### src/rtl/eth_tx_sched_if.sv
// eth_tx_sched_if
//   Groups every non-clock signal of the Ethernet transmit scheduler:
//   the ACK request FIFO, the DATA request / tx_len FIFOs, the framer
//   launch/handshake signals and the status outputs.
// Modports
//   master : the scheduler. It drives the pops, the frame launch fields,
//            frm_abort, len_err and frames_sent.
//   slave  : the environment (FIFOs and framer). It drives the empty
//            flags, the FIFO heads and frm_done.
interface eth_tx_sched_if;
  logic        ack_empty;
  logic        ack_data;
  logic        ack_re;
  logic        send_data_empty;
  logic        send_data_re;
  logic [15:0] tx_len;
  logic        frm_start;
  logic        frm_kind;
  logic        frm_ack;
  logic [15:0] frm_len;
  logic        frm_done;
  logic        frm_abort;
  logic        len_err;
  logic [15:0] frames_sent;

  modport master (
    input  ack_empty, ack_data, send_data_empty, tx_len, frm_done,
    output ack_re, send_data_re, frm_start, frm_kind, frm_ack, frm_len,
           frm_abort, len_err, frames_sent
  );

  modport slave (
    output ack_empty, ack_data, send_data_empty, tx_len, frm_done,
    input  ack_re, send_data_re, frm_start, frm_kind, frm_ack, frm_len,
           frm_abort, len_err, frames_sent
  );
endinterface

### src/rtl/eth_tx_sched.sv
// eth_tx_sched
//   Single-clock scheduler for the Ethernet transmit framer. It arbitrates
//   between ACK requests and DATA requests, launches one frame at a time,
//   enforces an inter-frame gap, kills a frame the framer never finishes,
//   and stops a stream of ACKs from starving DATA.
// Ports
//   clk    : tx client clock
//   reset  : synchronous, active-high
//   bus    : eth_tx_sched_if.master
//              ack_empty/ack_data/ack_re          ACK FIFO
//              send_data_empty/send_data_re/tx_len DATA request + length FIFOs
//              frm_start/frm_kind/frm_ack/frm_len  frame launch and held fields
//              frm_done/frm_abort                  framer completion / watchdog kill
//              len_err, frames_sent                status
// Parameters
//   ACK_BURST  : max consecutive ACK grants while DATA is pending (1..15)
//   IFG_CYCLES : idle cycles after done/abort before the next grant (0..255)
//   TIMEOUT    : watchdog limit in cycles counted from the launch cycle
//   MAX_LEN    : largest DATA length; longer requests are clamped
module eth_tx_sched #(
  parameter int ACK_BURST  = 4,
  parameter int IFG_CYCLES = 12,
  parameter int TIMEOUT    = 65535,
  parameter int MAX_LEN    = 1500
) (
  input  logic           clk,
  input  logic           reset,
  eth_tx_sched_if.master bus
);

  typedef enum logic [2:0] {
    S_IDLE,
    S_POP,
    S_LAUNCH,
    S_WAIT_DONE,
    S_GAP
  } state_t;

  localparam logic [3:0]  ACK_BURST_W = 4'(ACK_BURST);
  localparam logic [15:0] MAX_LEN_W   = 16'(MAX_LEN);
  // The watchdog register holds the cycles elapsed since launch; the frame
  // expires on the edge where that count reaches TIMEOUT, so the abort
  // pulse appears exactly TIMEOUT cycles after frm_start.
  localparam logic [19:0] TO_LAST     = 20'(TIMEOUT - 1);
  localparam logic [7:0]  IFG_LAST    = 8'(IFG_CYCLES - 1);
  // With no gap configured, a finished frame goes straight back to IDLE.
  localparam state_t      POST_FRAME  = (IFG_CYCLES == 0) ? S_IDLE : S_GAP;

  state_t      state_reg;
  logic [3:0]  burst_reg;
  logic [7:0]  gap_reg;
  logic [19:0] wd_reg;
  logic        zero_len_reg;

  logic        ack_re_reg;
  logic        send_data_re_reg;
  logic        frm_start_reg;
  logic        frm_kind_reg;
  logic        frm_ack_reg;
  logic [15:0] frm_len_reg;
  logic        frm_abort_reg;
  logic        len_err_reg;
  logic [15:0] frames_sent_reg;

  logic ack_pend;
  logic data_pend;
  logic grant_data;
  logic grant_ack;
  logic len_zero;
  logic len_big;

  assign ack_pend   = !bus.ack_empty;
  assign data_pend  = !bus.send_data_empty;
  // DATA wins when it is the only request, or when ACK has used its burst.
  assign grant_data = data_pend && (!ack_pend || (burst_reg >= ACK_BURST_W));
  assign grant_ack  = ack_pend && !grant_data;
  assign len_zero   = (bus.tx_len == 16'd0);
  assign len_big    = (bus.tx_len > MAX_LEN_W);

  always_ff @(posedge clk) begin
    if (reset) begin
      state_reg        <= S_IDLE;
      burst_reg        <= '0;
      gap_reg          <= '0;
      wd_reg           <= '0;
      zero_len_reg     <= 1'b0;
      ack_re_reg       <= 1'b0;
      send_data_re_reg <= 1'b0;
      frm_start_reg    <= 1'b0;
      frm_kind_reg     <= 1'b0;
      frm_ack_reg      <= 1'b0;
      frm_len_reg      <= '0;
      frm_abort_reg    <= 1'b0;
      len_err_reg      <= 1'b0;
      frames_sent_reg  <= '0;
    end else begin
      // Strobes are one-cycle pulses unless a state re-asserts them.
      ack_re_reg       <= 1'b0;
      send_data_re_reg <= 1'b0;
      frm_start_reg    <= 1'b0;
      frm_abort_reg    <= 1'b0;
      len_err_reg      <= 1'b0;

      case (state_reg)
        S_IDLE: begin
          if (!data_pend) begin
            burst_reg <= '0;
          end
          // The grant decision and the FIFO heads are registered here so the
          // pop strobe, len_err and the held fields all appear in POP.
          if (grant_data) begin
            send_data_re_reg <= 1'b1;
            frm_kind_reg     <= !len_zero;
            frm_ack_reg      <= 1'b0;
            frm_len_reg      <= len_big ? MAX_LEN_W : bus.tx_len;
            len_err_reg      <= len_big || len_zero;
            zero_len_reg     <= len_zero;
            burst_reg        <= '0;
            state_reg        <= S_POP;
          end else if (grant_ack) begin
            ack_re_reg   <= 1'b1;
            frm_kind_reg <= 1'b0;
            frm_ack_reg  <= bus.ack_data;
            frm_len_reg  <= '0;
            zero_len_reg <= 1'b0;
            if (data_pend && (burst_reg < ACK_BURST_W)) begin
              burst_reg <= burst_reg + 4'd1;
            end
            state_reg <= S_POP;
          end
        end

        S_POP: begin
          if (zero_len_reg) begin
            // Empty DATA request: it has been popped, nothing is launched.
            frm_kind_reg <= 1'b0;
            frm_len_reg  <= '0;
            zero_len_reg <= 1'b0;
            gap_reg      <= '0;
            state_reg    <= POST_FRAME;
          end else begin
            frm_start_reg <= 1'b1;
            state_reg     <= S_LAUNCH;
          end
        end

        S_LAUNCH: begin
          wd_reg    <= 20'd1;
          state_reg <= S_WAIT_DONE;
        end

        S_WAIT_DONE: begin
          // frm_done has priority over a watchdog expiry on the same edge.
          if (bus.frm_done) begin
            frames_sent_reg <= frames_sent_reg + 16'd1;
            frm_kind_reg    <= 1'b0;
            frm_ack_reg     <= 1'b0;
            frm_len_reg     <= '0;
            gap_reg         <= '0;
            state_reg       <= POST_FRAME;
          end else if (wd_reg >= TO_LAST) begin
            frm_abort_reg <= 1'b1;
            frm_kind_reg  <= 1'b0;
            frm_ack_reg   <= 1'b0;
            frm_len_reg   <= '0;
            gap_reg       <= '0;
            state_reg     <= POST_FRAME;
          end else begin
            wd_reg <= wd_reg + 20'd1;
          end
        end

        S_GAP: begin
          if (gap_reg >= IFG_LAST) begin
            state_reg <= S_IDLE;
          end else begin
            gap_reg <= gap_reg + 8'd1;
          end
        end

        default: begin
          state_reg <= S_IDLE;
        end
      endcase
    end
  end

  assign bus.ack_re       = ack_re_reg;
  assign bus.send_data_re = send_data_re_reg;
  assign bus.frm_start    = frm_start_reg;
  assign bus.frm_kind     = frm_kind_reg;
  assign bus.frm_ack      = frm_ack_reg;
  assign bus.frm_len      = frm_len_reg;
  assign bus.frm_abort    = frm_abort_reg;
  assign bus.len_err      = len_err_reg;
  assign bus.frames_sent  = frames_sent_reg;

endmodule
### src/flat_wrapper.sv
// flat-port wrapper written by rule: the top's interface ports become plain ports
module eth_tx_sched_flat 
#(
  parameter int ACK_BURST  = 4,
  parameter int IFG_CYCLES = 12,
  parameter int TIMEOUT    = 65535,
  parameter int MAX_LEN    = 1500
)
  (clk, reset, bus_ack_empty, bus_ack_data, bus_send_data_empty, bus_tx_len, bus_frm_done, bus_ack_re, bus_send_data_re, bus_frm_start, bus_frm_kind, bus_frm_ack, bus_frm_len, bus_frm_abort, bus_len_err, bus_frames_sent);
  eth_tx_sched_if bus_i ();
  input  logic clk;
  input  logic reset;
  input wire logic [$bits(bus_i.ack_empty)-1:0] bus_ack_empty;
  input wire logic [$bits(bus_i.ack_data)-1:0] bus_ack_data;
  input wire logic [$bits(bus_i.send_data_empty)-1:0] bus_send_data_empty;
  input wire logic [$bits(bus_i.tx_len)-1:0] bus_tx_len;
  input wire logic [$bits(bus_i.frm_done)-1:0] bus_frm_done;
  output wire logic [$bits(bus_i.ack_re)-1:0] bus_ack_re;
  output wire logic [$bits(bus_i.send_data_re)-1:0] bus_send_data_re;
  output wire logic [$bits(bus_i.frm_start)-1:0] bus_frm_start;
  output wire logic [$bits(bus_i.frm_kind)-1:0] bus_frm_kind;
  output wire logic [$bits(bus_i.frm_ack)-1:0] bus_frm_ack;
  output wire logic [$bits(bus_i.frm_len)-1:0] bus_frm_len;
  output wire logic [$bits(bus_i.frm_abort)-1:0] bus_frm_abort;
  output wire logic [$bits(bus_i.len_err)-1:0] bus_len_err;
  output wire logic [$bits(bus_i.frames_sent)-1:0] bus_frames_sent;
  assign bus_i.ack_empty = bus_ack_empty;
  assign bus_i.ack_data = bus_ack_data;
  assign bus_i.send_data_empty = bus_send_data_empty;
  assign bus_i.tx_len = bus_tx_len;
  assign bus_i.frm_done = bus_frm_done;
  assign bus_ack_re = bus_i.ack_re;
  assign bus_send_data_re = bus_i.send_data_re;
  assign bus_frm_start = bus_i.frm_start;
  assign bus_frm_kind = bus_i.frm_kind;
  assign bus_frm_ack = bus_i.frm_ack;
  assign bus_frm_len = bus_i.frm_len;
  assign bus_frm_abort = bus_i.frm_abort;
  assign bus_len_err = bus_i.len_err;
  assign bus_frames_sent = bus_i.frames_sent;
  eth_tx_sched #(.ACK_BURST(ACK_BURST), .IFG_CYCLES(IFG_CYCLES), .TIMEOUT(TIMEOUT), .MAX_LEN(MAX_LEN)) u_core (.clk(clk), .reset(reset), .bus(bus_i));
endmodule
### config.mk
export PLATFORM = sky130hd
export DESIGN_NAME = eth_tx_sched_flat
export DESIGN_NICKNAME = d
export VERILOG_FILES = /design/src/rtl/eth_tx_sched_if.sv /design/src/rtl/eth_tx_sched.sv /design/src/flat_wrapper.sv
export SDC_FILE = /design/constraint.sdc
export NUM_CORES = 1
export LEC_CHECK = 0
export CAP_MARGIN = 20
export CORE_MARGIN = 1
export CORE_UTILIZATION = 55
export CTS_CLUSTER_SIZE = 28
export DETAILED_ROUTE_END_ITERATION = 10
export DONT_BUFFER_PORTS = 1
export PLACE_DENSITY_LB_ADDON = 0.05
export SLEW_MARGIN = 15
export SYNTH_ARGS = -nofsm -noshare
export SYNTH_HDL_FRONTEND = slang
export SYNTH_SLANG_ARGS = --single-unit
### constraint.sdc
create_clock -name clk -period 1.72 [get_ports clk]
set_input_delay 0.172 -clock clk [delete_from_list [all_inputs] [get_ports clk]]
set_output_delay 0.172 -clock clk [all_outputs]
set_load 0.05 [all_outputs]
==> run_results.csv, run 1 <==
group,metric,value,unit
yosys,syn-cell-area,3426,um2
run,maxCapViolCount,0,
setup_path,worstSetupEndpoint,"u_core.bus.frm_len[5]",
grt,track_usage,28.63,%
clock_network,clk_pin_slew,0.09,ns
setup_path,path_max_fanout,7,
timing,skew,0.01201,ns
status,violations,"setup timing",
grt,grt_antenna_before_repair,0,
detailed_routing,vias_per_cell,6.072,
layout,nNetsFinal,514,
yosys,ys_seq_area_share,43.83,%
yosys,synth.distinct_cells,67,
clock_network,clkSinkCount,75,
detailed_routing,drt_iter0_markers,243,
setup_path,crit_type,"reg -> reg",
power,p_leak,1.771,nW
setup_path,max_stage_delay,0.34,ns
die,die_w,80.92,um
setup_path,arrival,2.12,ns
placed_design,hpwl,5992,um
timing,slew_violations,0,
grt,grt_overflow,0,
clock_network,numCtsBuffers,9,
yosys,synth-seq-cells,75,
layout,largest_reg_flops,20,
power,ir_drop,579.9,uV
placed_design,dpl_worst_slack,-0.1404,ns
setup_path,crit_start,"u_core.wd_reg[0]",
detailed_routing,routedWlPerCell,17.22,um
grt,grt_max_degree,42,
grt,first_global_vias,3205,
yosys,yosysWarnings,0,
layout,fin_area,4740,um2
status,status,"finished, violations left",
yosys,ys.flop_type,"dfxtp_1",
placed_design,dpl_cell_area,4008,um2
clock_network,cts-root-buf,"clkbuf_8",
timing,rsz0062_at_grt,"yes",
placed_design,globalplace.congestion,0.8615,
grt,grt_pass1_wl,14300,um
setup_path,critPathCaptureType,"flip-flop",
worst_hold_path,min_path_type,"in -> reg",
die,initial_core_util,57.52,%
timing,min_period,1.864,ns
clock_network,cts_tree,"done",
timing,relSlewSlack,53.60,%
setup_path,startpoint_type,"flip-flop",
timing,tightest_slew,0.6896,ns
yosys,synthCells,390,
detailed_routing,route.detailed.drc,0,
power,powerDensity,772.0,nW/um2
setup_path,cpMostUsedCell,"buf_4",
yosys,synth_edf_count,0,
die,boundaryPins,61,
timing,finalWorstSetupSlack,-0.1440,ns
timing,setup_viol_count_final,27,
setup_path,r2r_slack,-0.14,ns
layout,utilization,79.58,%
detailed_routing,dr.pass1.iters,5,
clock_network,clock_latency,0.36,ns
clock_network,clk_path_buf_depth,2,
yosys,syn_nets,417,
setup_path,required,1.98,ns
setup_path,rr_endpoint,"u_core.bus.frm_len[5]",
setup_path,crit_chain,"inv_2 -> ha_4 -> o211ai_4 -> buf_4 -> o311ai_2 -> buf_4 -> a31oi_4 -> buf_6 -> a22o_1",
yosys,synth_area_per_cell,8.784,um2
placed_design,port-buffer-count,0,
setup_path,reg2regPathDepth,9,
setup_path,crit_path_top_delay_cell,"dfxtp_2",
die,core_area,5956,um2
setup_path,reg2reg_from,"u_core.wd_reg[0]",
die,rows,28,
timing,hold_violations,0,
detailed_routing,vias,3437,
timing,fmax,536.5,MHz
layout,drive_above_1_share,31.98,%
die,die_area,6548,um2
detailed_routing,drt-total-wl,9747,um
clock_network,cts.htree.levels,3,
layout,syn_to_final_growth,38.35,%
layout,antennaDiodeCount,0,
yosys,synth-async-reset-ratio,0,%
detailed_routing,ant_nets,0,
die,die_h,80.92,um
timing,finalCritPeriodShare,108.4,%
[cell usage after synthesis (2+ instances only)]
cell | instances | share of area [%]
inv_1 | 7 | 0.77
dfxtp_1 | 75 | 44
and4_1 | 3 | 0.77
or4_1 | 2 | 0.44
ha_1 | 5 | 1.8
o211ai_1 | 2 | 0.44
or3_1 | 8 | 1.5
a211oi_1 | 2 | 0.44
a2111oi_2 | 2 | 0.88
o21ai_0 | 25 | 3.7
a311oi_1 | 2 | 0.51
xnor2_1 | 10 | 2.6
a31oi_1 | 8 | 1.5
nor2_1 | 40 | 4.4
nor3b_1 | 6 | 1.3
a32oi_1 | 2 | 0.51
buf_2 | 3 | 0.44
xor2_1 | 2 | 0.51
a21oi_2 | 2 | 0.51
nand3_1 | 15 | 2.2
nor4_1 | 10 | 1.8
clkbuf_1 | 8 | 0.88
nand4_1 | 8 | 1.5
a22o_1 | 4 | 1.0
and2_1 | 13 | 2.4
a21oi_1 | 29 | 4.2
nand2_1 | 34 | 3.7
and3_1 | 3 | 0.55
a211oi_2 | 2 | 0.73
nand2b_1 | 7 | 1.3
nor3_1 | 11 | 1.6
nand3b_1 | 5 | 1.1
[area by class of cell]
class                      count  area [um2]
multi-input combinational    296        2076
sequential                    75        1518
fill                         398        1216
timing repair buffer          98       835.8
clock buffer                   9       123.9
tap                           75       93.84
clock inverter                 6       66.31
inverter                       7       26.28
[worst max-delay path, delay by kind of cell, from the launching register on]
kind / cells / cell delay [ns]
adder cells (fa/ha/maj): 1 / 0.13
buffers and inverters: 4 / 0.58
AO/OA/AOI/OAI: 4 / 0.72
flip-flops: 1 / 0.34
[stage by stage]
step           total power [mW]  hold WS (ns)  std cells   TNS, ns
2_1_floorplan             2.111        0.2505        390  -0.05690
5_1_grt                   3.769      0.006240        566    -4.524
4_1_cts                   3.581     0.0002828        558   -0.5807
3_3_place_gp              2.206        0.2438        521  -0.09237
6_report                  3.659      0.005474        566    -1.834
3_5_place_dp              2.211        0.2480        521    -1.470
[logic make-up after synthesis]
group	synth area share (%)
adders and majority gates	1.826
muxes	0.6209
xor gates and xnor gates	3.068
buffers and inverters	2.301
and+or+nand+nor	28.93
AOI/OAI and AO/OA	19.43
DFF	43.83
[worst min path at each step]
stage | start | endpoint | slack [ns] | depth (start not counted)
finish | reset | u_core.gap_reg[0] | 0.005 | 2
global route | reset | u_core.gap_reg[0] | 0.006 | 2
CTS | reset | u_core.bus.frm_len[2] | 0.0003 | 2
detailed placement | reset | u_core.bus.frames_sent[6] | 0.25 | 1
global placement | reset | u_core.bus.frames_sent[6] | 0.24 | 1
floorplan | bus_ack_empty | u_core.bus.ack_re | 0.25 | 1
[placed cells by master, fill, tap and decap left out, drive strengths merged, types with 3 or more instances in the layout]
master / instances
and3: 3
and4: 3
nand3b: 5
nor3: 12
dfxtp: 75
o211ai: 3
buf: 85
xnor2: 10
nand3: 16
dlygate4sd3: 13
nand4: 9
inv: 8
nand2b: 7
a311oi: 3
nand2: 34
a21oi: 31
nor2: 41
ha: 5
clkinvlp: 3
nor3b: 7
o21ai: 27
a22o: 4
a211oi: 5
a31oi: 8
clkbuf: 9
and2: 13
or3: 8
nor4: 11
[metal layers]
| layer | up-vias | part of all wire [%] | global-route usage, % |
|---|---|---|---|
| li1 | 1626 | - | - |
| met4 | 0 | 3.3 | 12.50 |
| met1 | 1629 | 42 | 35.33 |
| met3 | 38 | 6.5 | 6.966 |
| met5 | - | 0 | 0 |
| met2 | 144 | 48 | 47.23 |
[what timing repair did]
action | in CTS | in global routing
endpoints found under the setup margin | 29 | 55
setup buffers | 11 | 4
pin swaps | 22 | 12
hold buffers | 11 | 3
hold endpoints to repair | 47 | 3
gates cloned | 0 | 1
gates resized for setup | 28 | 35
[where the power goes]
part	internal, mW	switching [mW]	total [mW]
Combinational	0.195	0.256	0.451
Clock	0.664	0.680	1.34
Sequential	1.77	0.0946	1.86
Total	2.63	1.03	3.66
No activity file was read; power rests on OpenSTA's default activity.
==> run 2: changes to the inputs <==
- PLACE_DENSITY: not set -> 0.76
- PLACE_DENSITY_LB_ADDON: 0.05 -> not set
- SKIP_CTS_REPAIR_TIMING: not set -> 1
- clock period: 1.72 -> 2.4 ns (I/O delays scaled with it)
==> run_results.csv, run 2 (same netlist as run 1, synthesis figures left out) <==
group,metric,value,unit
placed_design,dpl_worst_slack,0.1988,ns
clock_network,clk_path_buf_depth,2,
clock_network,numCtsBuffers,9,
die,core_area,5956,um2
power,powerDensity,683.1,nW/um2
status,status,"finished, final reports clean",
timing,rsz0062_at_grt,"no",
die,rows,28,
setup_path,critPathCaptureType,"flip-flop",
grt,first_global_vias,2754,
clock_network,cts_tree,"done",
clock_network,cts-root-buf,"clkbuf_8",
placed_design,globalplace.congestion,0.8425,
timing,setup-tns-final,0,ns
worst_hold_path,min_path_type,"in -> reg",
setup_path,arrival,2.30,ns
power,p_leak,1.360,nW
detailed_routing,ant_nets,0,
layout,nNetsFinal,434,
layout,drive_above_1_share,12.62,%
setup_path,path_max_fanout,8,
power,finalPower,2.633,mW
setup_path,startpoint_type,"flip-flop",
layout,stdcell_count,487,
timing,finalWorstSetupSlack,0.3510,ns
timing,skew,0.009837,ns
clock_network,clk_pin_slew,0.07,ns
layout,layout_commonest_cell,"dfxtp_1",
clock_network,clkSinkCount,75,
detailed_routing,drt-total-wl,7503,um
placed_design,port-buffer-count,0,
placed_design,dp.cells,468,
layout,utilization,64.71,%
detailed_routing,dr.pass1.iters,5,
detailed_routing,vias,2936,
die,die_area,6548,um2
detailed_routing,vias_per_cell,6.029,
die,initial_core_util,57.52,%
grt,grt_antenna_before_repair,0,
layout,fin_area,3854,um2
die,die_w,80.92,um
die,boundaryPins,61,
layout,largest_reg_flops,20,
setup_path,crit_type,"reg -> reg",
timing,fmax,488.0,MHz
timing,slew_violations,0,
timing,tightest_slew,0.6208,ns
layout,syn_to_final_growth,12.49,%
grt,track_usage,23.76,%
setup_path,required,2.65,ns
layout,final_cell_mix,"75 x dfxtp_1, 40 x nor2_1, 34 x nand2_1, 29 x a21oi_1, 25 x o21ai_0",
die,die_h,80.92,um
power,ir_drop,536.7,uV
timing,hold_violations,0,
detailed_routing,routedWlPerCell,15.41,um
timing,whs,0.02145,ns
worst_hold_path,whs_path_depth,1,
grt,grt_pass1_wl,12140,um
placed_design,hpwl,5210,um
run,maxCapViolCount,0,
timing,relSlewSlack,58.18,%
layout,antennaDiodeCount,0,
timing,setup_viol_count_final,0,
clock_network,cts.htree.levels,3,
clock_network,clock_latency,0.34,ns
timing,min_period,2.049,ns
grt,grt_overflow,0,
setup_path,reg2regPathDepth,7,
detailed_routing,route.detailed.drc,0,
placed_design,dpl_cell_area,3580,um2
grt,grt_max_degree,56,
timing,finalCritPeriodShare,85.38,%
detailed_routing,drt_iter0_markers,198,
run 2: cell count changes in the layout (fill, tap and decap cells not counted), moves of 5 or more:
| cell | change |
|---|---|
| dlygate4sd3_1 | -11 |
| o21ai_1 | -5 |
| buf_6 | -8 |
| dfxtp_2 | -10 |
| o21ai_0 | +5 |
| dfxtp_1 | +11 |
| buf_4 | -59 |
run 2: critical path, stage by stage (launching register included):
cell       delay (ns)
dfxtp_1          0.41
inv_1            0.06
ha_1             0.20
o211ai_2         0.20
nor3_4           0.12
a2111oi_2        0.52
o21ai_2          0.18
a311oi_2         0.26
run 2: cell type report:
cell class | instances | area, um2
clock buffers | 12 | 155.1
clock inverters | 4 | 72.57
fillers | 514 | 2102
inverters | 7 | 26.28
multi-input cells | 296 | 1852
flip-flops and latches | 75 | 1501
well taps | 75 | 93.84
repair buffers | 18 | 152.6
run 2: final timing paths:
check                                    startpoint                     to  slack, ns
worst max register to register     u_core.wd_reg[0]      u_core.gap_reg[2]       0.35
worst max-delay path               u_core.wd_reg[0]      u_core.gap_reg[2]       0.35
worst min-delay path                  bus_tx_len[9]  u_core.bus.frm_len[9]       0.02
worst min register to register  u_core.burst_reg[1]    u_core.burst_reg[1]       0.47
run 2: routing by layer:
layer  wire length [um]  vias to the layer above  part of all wire [%]  global-route usage, %
met4                 57                        0                  0.76                  6.429
met1               3387                     1382                    45                  28.24
li1                   -                     1464                     -                      -
met5                  0                        -                     0                      0
met2               3592                       83                    48                  40.42
met3                466                        7                   6.2                  8.315
run 2: where the power goes:
part	leakage (nW)	switching [mW]	total [mW]	internal, mW
combinational	0.642	0.134	0.203	0.0683
clock	0.113	0.456	1.10	0.641
sequential	0.606	0.0653	1.33	1.27
==> run 3: changes to the inputs <==
- SLEW_MARGIN: 15 -> not set
==> results of run 3 <==
No change in the layout: final DEF, timing and power equal those of run 2.
